$ cat config.mk
export PLATFORM = sky130hd
export DESIGN_NAME = hpdmc_busif_mp
export DESIGN_NICKNAME = d
export VERILOG_FILES = /design/src/rtl/hpdmc_busif_mp.sv
export SDC_FILE = /design/constraint.sdc
export NUM_CORES = 1
export LEC_CHECK = 0
export CAP_MARGIN = 25
export CELL_PAD_IN_SITES_DETAIL_PLACEMENT = 1
export CELL_PAD_IN_SITES_GLOBAL_PLACEMENT = 1
export CORE_AREA = 8 8 61 114
export CTS_BUF_LIST = sky130_fd_sc_hd__clkbuf_16
export DETAILED_ROUTE_END_ITERATION = 8
export DIE_AREA = 0 0 69 122
export MAX_ROUTING_LAYER = met4
export PLACE_DENSITY = 0.81
export SETUP_SLACK_MARGIN = 0.5
export SYNTH_ARGS = -nofsm -noshare
export SYNTH_HDL_FRONTEND = slang
export SYNTH_SLANG_ARGS = --single-unit
$ cat constraint.sdc
create_clock -name sys_clk -period 3.3 [get_ports sys_clk]
set_input_delay 0.66 -clock sys_clk [delete_from_list [all_inputs] [get_ports sys_clk]]
set_output_delay 0.66 -clock sys_clk [all_outputs]
set_load 0.03 [all_outputs]
$ cat src/rtl/hpdmc_busif_mp.sv
// hpdmc_busif_mp: arbitrates several FML masters onto one HPDMC mgmt/data-ack pair.
// Define HPDMC_BUSIF_ROUNDROBIN_EN for round-robin; otherwise lowest port index wins.
module hpdmc_busif_mp #(
    parameter int sdram_depth = 26,
    parameter int nports      = 2
) (
    input  logic                          sys_clk,
    input  logic                          sdram_rst,
    input  logic [nports*sdram_depth-1:0] fml_adr,
    input  logic [nports-1:0]             fml_stb,
    input  logic [nports-1:0]             fml_we,
    output logic [nports-1:0]             fml_ack,
    output logic                          mgmt_stb,
    output logic                          mgmt_we,
    output logic [sdram_depth-2:0]        mgmt_address,
    input  logic                          mgmt_ack,
    input  logic                          data_ack,
    output logic                          busy
);
    localparam int GW = (nports > 1) ? $clog2(nports) : 1;

    typedef enum logic [1:0] {
        IDLE,
        ISSUE,
        WAIT_DATA
    } state_t;

    state_t                 r_state;
    state_t                 w_next;
    logic [GW-1:0]          r_g;
    logic [GW-1:0]          w_gnt;
    logic                   r_stb;
    logic                   r_we;
    logic [sdram_depth-2:0] r_adr;
    logic [sdram_depth-2:0] w_adr;
    logic                   w_we;
    logic                   w_req;
    logic                   w_done;
    logic                   w_unused;

    assign w_req = |fml_stb;

`ifdef HPDMC_BUSIF_ROUNDROBIN_EN
    logic [GW-1:0] r_last;
    int            w_rank;
    int            w_best;

    // rank = distance after the last winner; smallest requesting rank wins
    always_comb begin
        w_gnt  = '0;
        w_best = nports;
        w_rank = 0;
        for (int j = 0; j < nports; j++) begin
            if (j > int'(r_last))
                w_rank = j - int'(r_last) - 1;
            else
                w_rank = j - int'(r_last) - 1 + nports;
            if (fml_stb[j] && (w_rank < w_best)) begin
                w_best = w_rank;
                w_gnt  = GW'(j);
            end
        end
    end

    always_ff @(posedge sys_clk) begin
        if (sdram_rst)
            r_last <= GW'(nports - 1);
        else if ((r_state == IDLE) && w_req)
            r_last <= w_gnt;
    end
`else
    always_comb begin
        w_gnt = '0;
        for (int j = nports - 1; j >= 0; j--) begin
            if (fml_stb[j])
                w_gnt = GW'(j);
        end
    end
`endif

    always_comb begin
        w_adr = '0;
        w_we  = 1'b0;
        for (int j = 0; j < nports; j++) begin
            if (w_gnt == GW'(j)) begin
                w_adr = fml_adr[j*sdram_depth+1 +: sdram_depth-1];
                w_we  = fml_we[j];
            end
        end
    end

    // byte-lane bit 0 of each address is not forwarded
    always_comb begin
        w_unused = 1'b0;
        for (int j = 0; j < nports; j++)
            w_unused = w_unused ^ fml_adr[j*sdram_depth];
    end

    always_comb begin
        w_next = r_state;
        w_done = 1'b0;
        unique case (r_state)
            IDLE: begin
                if (w_req)
                    w_next = ISSUE;
            end
            ISSUE: begin
                if (mgmt_ack) begin
                    w_next = data_ack ? IDLE : WAIT_DATA;
                    w_done = data_ack;
                end
            end
            WAIT_DATA: begin
                if (data_ack) begin
                    w_next = IDLE;
                    w_done = 1'b1;
                end
            end
            default: w_next = IDLE;
        endcase
    end

    always_comb begin
        fml_ack = '0;
        for (int j = 0; j < nports; j++)
            fml_ack[j] = w_done && !sdram_rst && (r_g == GW'(j));
    end

    always_ff @(posedge sys_clk) begin
        if (sdram_rst) begin
            r_state <= IDLE;
            r_stb   <= 1'b0;
            r_we    <= 1'b0;
            r_adr   <= '0;
            r_g     <= '0;
        end else begin
            r_state <= w_next;
            r_stb   <= (w_next == ISSUE);
            if ((r_state == IDLE) && w_req) begin
                r_g   <= w_gnt;
                r_we  <= w_we;
                r_adr <= w_adr;
            end
        end
    end

    assign mgmt_stb     = r_stb;
    assign mgmt_we      = r_we;
    assign mgmt_address = r_adr;
    assign busy         = (r_state != IDLE);

endmodule
==> run_results.csv <==
group,metric,value,unit
setup_path,endpoint_kind,"primary output",
setup_path,cp-startpoint,"sdram_rst",
run,drv_cap,0,
synthesis,syn-num-nets,209,
floorplanning,pin_count,90,
synthesis,muxShareOfSynthArea,0.183,
synthesis,synth_common_cells,"30 x dfxtp_1, 27 x a211oi_1, 26 x mux2i_1, 26 x nor2_1, 7 x clkbuf_1",
setup_path,critPathMaxFanout,16,
synthesis,synth-compound-area-share,0.172,
global_routing,grt-ovfl-total,0,
power_and_ir_drop,power,0.00128,W
setup_path,cp-start-kind,"input pin",
routing,dr.pass1.iters,2,
synthesis,synthSimpleGateAreaFrac,0.130,
cells_and_area,diodes,0,
routing,wl,4.99,mm
global_routing,antenna_found_initial,0,
synthesis,yosysWarnings,0,
placed_design,gp_congestion,0.718,
synthesis,synth.avg_cell_area,9.79,um^2
global_routing,grt_first_pass_wirelength,7.56,mm
cts,h-tree-depth,2,
power_and_ir_drop,p_per_area,517,nW/um^2
power_and_ir_drop,p_int,0.000887,W
synthesis,syn_inst,145,
synthesis,yosysUniqueCellTypes,24,
setup_path,r2r-start,"r_state[0]",
cells_and_area,final_nets,297,
synthesis,synth.top_cells.by_area,"dfxtp_1 42%, mux2i_1 18%, a211oi_1 14%",
power_and_ir_drop,p_sw,0.000391,W
placed_design,place_inst,286,
synthesis,synth_edf_count,0,
cts,insertion_delay,0.26,ns
status,status,"completed",
cts,cts_setup_buffers,0,
synthesis,yosysMostFrequentCell,"dfxtp_1",
cts,ctsHoldBuffers,0,
floorplanning,fp.dieH,122,um
synthesis,synth_top_area_frac,0.423,
cells_and_area,final_util,0.456,
placed_design,place.port_buffers,87,
cts,cts_buffers,5,
setup_path,rr_endpoint,"mgmt_address[23]",
cells_and_area,areaGrowthSynthToFinish,74.3,%
power_and_ir_drop,combPwrFrac,0.342,
sta,period_needed,2.45,ns
cts,cts_tree,"built",
routing,ant_nets,0,
cells_and_area,fill_cells,626,
sta,final.setup.tns,0,ns
hold_path,hold_class,"reg -> reg",
cts,clkTransAtPathRegs,0.05,ns
routing,drt_first_iter_violations,13,
sta,finalHoldViolations,0,
placed_design,post-dp-hpwl,3.99,mm
setup_path,r2r_cells,6,
sta,tightest_slew,0.582,ns
sta,fmax,409,MHz
floorplanning,die_x,69,um
global_routing,grt_pass1_vias,1573,
sta,period_share,0.741,
synthesis,yosysSeqAreaShare,0.423,
routing,num_vias,1426,
setup_path,path_class,"in -> out",
cts,clockBufferDepth,2,
synthesis,yosysTopAreaCell,"dfxtp_1",
synthesis,synth.cell_area,1420,um^2
setup_path,rrSetupSlack,1.27,ns
synthesis,synth_async_sr_flop_share,0,
sta,setup-violations-final,0,
synthesis,synth-xor-area-share,0,
routing,drc,0,
setup_path,cp-endpoint,"fml_ack[1]",
routing,wl_per_cell,17.1,um
power_and_ir_drop,seq_power_share,0.343,
floorplanning,core,5420,um^2
floorplanning,start_util,0.262,
synthesis,ys_ff_latch,30,
cts,root_buffer,"clkbuf_16",
global_routing,grt_max_degree,32,
setup_path,cp_data_required_time,2.64,ns
sta,whs,0.497,ns
setup_path,arrival,1.79,ns
power_and_ir_drop,p_leak,0.954,nW
cells_and_area,drive_gt1_frac,0.0776,
floorplanning,num_rows,38,
cts,cts_resized,0,
global_routing,track_usage,0.114,
routing,routed_via_density,4.88,
synthesis,synth-main-ff-cell,"dfxtp_1",
hold_path,min_path_cells,2,
power_and_ir_drop,irDropWorstVdd,0.000349,V
sta,worst_clock_skew,0.00261,ns
power_and_ir_drop,swShare,0.306,
cts,cts.sinks,30,
power_and_ir_drop,clockPowerShare,0.315,
sta,slew_headroom,0.612,
sta,rsz0062_at_grt,"no",
synthesis,synthAdderAreaFrac,0.0353,
sta,finalMaxSlewViolations,0,
cells_and_area,final_cells,292,
synthesis,synth_top_family_by_area,"multiplexers",
floorplanning,die_area,8420,um^2
-- worst min-delay path by stage --
| stage | startpoint | end | slack [ns] |
|---|---|---|---|
| finish | mgmt_address[18] | mgmt_address[18] | 0.50 |
| global placement | mgmt_address[10] | mgmt_address[10] | 0.48 |
| CTS | mgmt_address[18] | mgmt_address[18] | 0.50 |
| global route | mgmt_address[11] | mgmt_address[11] | 0.52 |
| floorplan | r_g | r_g | 0.49 |
| detailed placement | mgmt_address[18] | mgmt_address[18] | 0.49 |
-- per-layer routing --
metal | share of wire | global-route usage | vias to the layer above
met5 | 0 | - | -
met4 | 0.012 | 0.0465 | 0
met3 | 0.031 | 0.0204 | 2
met2 | 0.61 | 0.235 | 39
met1 | 0.34 | 0.0953 | 690
li1 | - | - | 695
-- flip-flops by register name (all words and copies together), names as in the netlist --
register and count:
r_g 1, mgmt_address 25, mgmt_we 1, mgmt_stb 1, r_state 2
-- worst max-delay path, stage by stage --
cell	delay, ns
clkdlybuf4s50_1	0.40
buf_4	0.19
nor4b_1	0.31
buf_4	0.22
-- power by group through the flow --
| stage | Clock, W | Combinational [W] | Sequential (W) |
|---|---|---|---|
| floorplan | 0 | 0.000145 | 0.000536 |
| global placement | 0 | 0.000432 | 0.000443 |
| detailed placement | 0 | 0.000444 | 0.000446 |
| CTS | 0.000418 | 0.000447 | 0.000439 |
| global route | 0.000433 | 0.000466 | 0.000446 |
| finish | 0.000402 | 0.000437 | 0.000439 |
-- area by class of cell --
cell class | count | area, um^2 | share of cell area
multi-input cells | 100 | 747 | 0.302
flip-flops and latches | 30 | 601 | 0.243
repair buffers | 93 | 911 | 0.368
well taps | 60 | 75.1 | 0.0303
clock buffers | 5 | 125 | 0.0506
inverters | 3 | 11.3 | 0.00455
clock inverters | 1 | 3.75 | 0.00152
-- through the flow --
step	setup WS, ns	area, um^2
after floorplan	0.704	1420
after global placement	0.856	2340
after detailed placement	0.721	2340
after CTS	0.850	2470
after global routing	0.708	2470
final	0.854	2470
-- cells in the final DEF, fill, tap and decap left out, types with 2 or more instances in the layout --
cell             instances
inv_1                    3
a211oi_1                27
buf_4                    8
a21oi_1                  2
clkbuf_16                5
dfxtp_1                 30
ha_1                     4
nor2b_1                  2
mux2i_1                 26
nor2_1                  26
clkdlybuf4s50_1         85
-- kinds of logic after synthesis --
group / Yosys count
and+or+nand+nor: 38
AOI/OAI and AO/OA: 32
DFF: 30
muxes: 26
buffers and inverters: 15
adders and majority gates: 4
No activity file was read; power rests on OpenSTA's default activity.
==> variant 1, RTL diff (same settings) <==
The parameter `nports` goes from 2 to 1.
--- a/src/rtl/hpdmc_busif_mp.sv
+++ b/src/rtl/hpdmc_busif_mp.sv
@@ -2,7 +2,7 @@
 // Define HPDMC_BUSIF_ROUNDROBIN_EN for round-robin; otherwise lowest port index wins.
 module hpdmc_busif_mp #(
     parameter int sdram_depth = 26,
-    parameter int nports      = 2
+    parameter int nports      = 1
 ) (
     input  logic                          sys_clk,
     input  logic                          sdram_rst,
Ports: changed (resized fml_ack, fml_adr, fml_stb and fml_we); port bits go from 90 to 61. The function was not compared with the original's and may differ.
==> variant 1 against the original RTL <==
Register-to-register slack improved by 0.26 ns. Sequential cell count decreased by 1. Wire length fell by 27%. Setup slack better by 0.070 ns. Largest cell class unchanged. Power down 17%. Design area shrank 24%. Non-clock buffer count down 32. Area after synthesis fell by 22%. Critical path depth is the same. Clock skew increased by 0.0026 ns. Sequential power fell by 9.8%. Global-route usage fell by 2.4 points. Final cell count shrank 11%. Largest power group is now the clock network.
==> variant 1: results (changes against the original RTL) <==
| Metric | Value |
|---|---|
| Status | `finished, final reports clean` |
| Met3 wire len | `169 µm (+10%)` |
| Final Skew | `0.00522 ns (+0.00261 ns)` |
| GR Util met3 | `2.28% (+0.24 points)` |
| Top cells by area, synth | `dfxtp_1 (52%), nand2_1 (19%), a21oi_1 (12%), ha_1 (4.5%), buf_4 (2.0%)` |
| Hold path startpoint | `mgmt_address[0]` |
| Share of cells above drive strength 1 | `5.00% (-2.8 points)` |
| CP max stage delay | `0.66 ns (+0.26 ns)` |
| Commonest cells post-synth | `nand2_1 (55), dfxtp_1 (29), a21oi_1 (27)` |
| FF+latch count | `29 (-3.3%)` |
| Multiplexer share of the synthesized area | `0% (-18 points)` |
| VDD IR-drop max | `0.000262 V (-25%)` |
| Crit path DAT | `1.72 ns (-0.07 ns)` |
| Synth unique cells | `18 (-25%)` |
| Leakage power | `0.000728 µW (-24%)` |
| Worst hold endpoint | `mgmt_address[0]` |
| Buffers, non-clock | `61 (-34%)` |
| M2 GR Usage | `16.8% (-6.8 points)` |
| Post-Synthesis Cells | `139 (-4.1%)` |
| Drt first-iter violations | `46 (+33)` |
| Sequential fraction of the synthesis area | `52.5% (+10 points)` |
| Dpl cell area | `1740 µm² (-26%)` |
| Post-Synth Adder-Cell Area | `4.52% (+1.0 points)` |
| Footprint of the multi-input gates | `470 µm² (-37%)` |
| M1 wire length | `1280 µm (-25%)` |
| Crit path max fanout | `5 (-11)` |
| Vias in the first global route | `1195 (-24%)` |
| Fillers | `662 (+5.8%)` |
[variant 1: cell count changes after synthesis, moves of 2 or more]
cell      unedited run  this run
buf_6                2         0
a211oi_1            27         0
nor2_1              26         2
mux2i_1             26         0
clkbuf_1             7         3
nand2_1              1        55
a21oi_1              2        27
[variant 1: how the worst max path moves through the flow]
stage | startpoint | to | cells after the start
2_1_floorplan | sdram_rst | fml_ack | 2
3_3_place_gp | mgmt_ack | fml_ack | 4
3_5_place_dp | mgmt_ack | fml_ack | 4
4_1_cts | r_state[1] | busy | 4
5_1_grt | r_state[1] | busy | 4
6_report | r_state[1] | busy | 4
[variant 1: worst min-delay path, delay by kind of cell (launching register included)]
family | cells | cell delay, ns
AND/OR/NAND/NOR | 1 | 0.05
flip-flops | 1 | 0.30
AO/OA/AOI/OAI | 1 | 0.05
[variant 1: report_power, final]
| part | internal (µW) | switching, µW |
|---|---|---|
| Clock | 272 | 142 |
| Sequential | 381 | 15.3 |
| Combinational | 108 | 138 |
| Total | 762 | 296 |
==> variant 2, RTL diff (config.mk and constraints unchanged) <==
Without the edit above. The 3 states of `state_t` get a one-hot encoding in 3 bits.
--- a/src/rtl/hpdmc_busif_mp.sv
+++ b/src/rtl/hpdmc_busif_mp.sv
@@ -19,10 +19,10 @@
 );
     localparam int GW = (nports > 1) ? $clog2(nports) : 1;
 
-    typedef enum logic [1:0] {
-        IDLE,
-        ISSUE,
-        WAIT_DATA
+    typedef enum logic [2:0] {
+        IDLE      = 3'b001,
+        ISSUE     = 3'b010,
+        WAIT_DATA = 3'b100
     } state_t;
 
     state_t                 r_state;
Check against the original RTL: same outputs for any inputs over 10 cycles, from zero or initial values and one cycle with sdram_rst high; not proved beyond that.
==> variant 2 against the original RTL <==
Sequential cell count is 1 higher. Register-to-register slack got worse by 0.19 ns. Wire length grew 6.6%. Sequential share of layout area decreased by 0.71 points. Design area rose by 6.4%. Setup slack got worse by 0.29 ns. First-iteration DRC count rose by 23%. Area after synthesis is 15% higher. Power rose by 8.3%. Critical path type unchanged. Critical endpoint unchanged.
==> variant 2: results (changes against the original RTL) <==
| Metric | Value |
|---|---|
| Reg2Reg Launch Point | `r_state[0]` |
| HPWL Detailed | `4090 µm (+2.5%)` |
| Synth unique cells | `27 (+13%)` |
| VDD IR-drop max | `0.000370 V (+5.8%)` |
| Largest net degree at the start of global routing | `31 (-3.1%)` |
| Reg2Reg Depth | `5 (-1)` |
| Origin of the worst setup path | `mgmt_ack` |
| DR vias | `1523 (+6.8%)` |
| Average cell area after synthesis | `10.9 µm² (+12%)` |
| Vias in the first global route | `1712 (+8.8%)` |
| Commonest cells post-synth | `dfxtp_1 (31), mux2i_1 (26), a211oi_2 (20), a21oi_1 (20), a21oi_2 (8)` |
| Status | `finished, final reports clean` |
| Drt first-iter violations | `16 (+3)` |
| Top cells by area, synth | `dfxtp_1 (38%), mux2i_1 (16%), a211oi_2 (15%), a21oi_1 (6.2%), a21oi_2 (4.3%)` |
| Sequential fraction of the synthesis area | `38.2% (-4.2 points)` |
| Pre-CTS WS | `0.163 ns (-0.559 ns)` |
| Fin cells | `295 (+1.0%)` |
| Routability cong. | `0.712 (-0.79%)` |
| Reg2Reg Setup Slack | `1.08 ns (-0.19 ns)` |
| Global-route wire length before repair | `8280 µm (+9.6%)` |
| Worst R2R End | `mgmt_address[4]` |
| Hold path startpoint | `mgmt_address[0]` |
| GRT Util Overall | `12.5% (+1.0 points)` |
| Crit path max fanout | `3 (-13)` |
| Internal Power | `932 µW (+5.0%)` |
| Crit path DAT | `2.08 ns (+0.29 ns)` |
| Nets | `294 (-1.0%)` |
## variant 2: cell types whose count changed after synthesis, moves of 2 or more
cell      before  now
a21oi_1        2   20
buf_6          2    5
clkbuf_1       7    3
ha_1           4    0
nor2_1        26    3
buf_2          1    3
a21oi_2        0    8
a211oi_1      27    7
a211o_1        0    2
nor2b_1        3    1
a211oi_2       0   20
## variant 2: worst min-delay path, cell delays in order (launching register included)
cell	delay, ns
dfxtp_1	0.31
a21oi_2	0.11
a211oi_2	0.05
## variant 2: cell type report
cell class	instances	area, µm²
well taps	60	75.1
flip-flops and latches	31	621
fillers	621	2790
repair buffers	93	917
clock inverters	3	12.5
clock buffers	5	125
multi-input cells	100	871
inverters	3	11.3
## variant 2: logic make-up after synthesis
| logic type | after synthesis | share of synthesized area, % |
|---|---|---|
| and+or+nand+nor | 15 | 5.92 |
| DFF | 31 | 38.2 |
| AOI/OAI and AO/OA | 59 | 31.2 |
| muxes | 26 | 16.0 |
| buffers and inverters | 18 | 8.77 |
## variant 2: layer usage
metal	global-route usage [%]	up-vias	part of all wire [%]
li1	-	730	-
met1	10.9	736	36
met2	24.1	50	58
met3	3.09	7	4.3
met4	5.68	0	2.1
met5	-	-	0
## variant 2: power by group through the flow
stage,logic (µW),registers (µW),clock network [µW]
floorplan,217,558,0
global placement,493,465,0
detailed placement,503,468,0
CTS,505,461,437
global route,527,468,450
finish,496,460,427
## variant 2: worst min-delay path by stage
stage	endpoint	depth (start not counted)	slack, ns
final	mgmt_address[0]	2	0.52
after global routing	mgmt_address[23]	2	0.54
after CTS	mgmt_address[0]	2	0.52
after detailed placement	mgmt_address[6]	2	0.52
after global placement	mgmt_address[8]	2	0.51
after floorplan	r_g	2	0.51
## variant 2: metrics by stage
step / cell area [µm²] / power, µW
after CTS: 2640 / 1400
after detailed placement: 2500 / 971
after floorplan: 1630 / 775
final: 2630 / 1380
after global placement: 2500 / 958
after global routing: 2630 / 1440
## variant 2: repair_timing
action                     CTS  global route
gates resized for setup      2             3
pin swaps                    0             0
cloned                       0             0
setup endpoints to repair    2             1
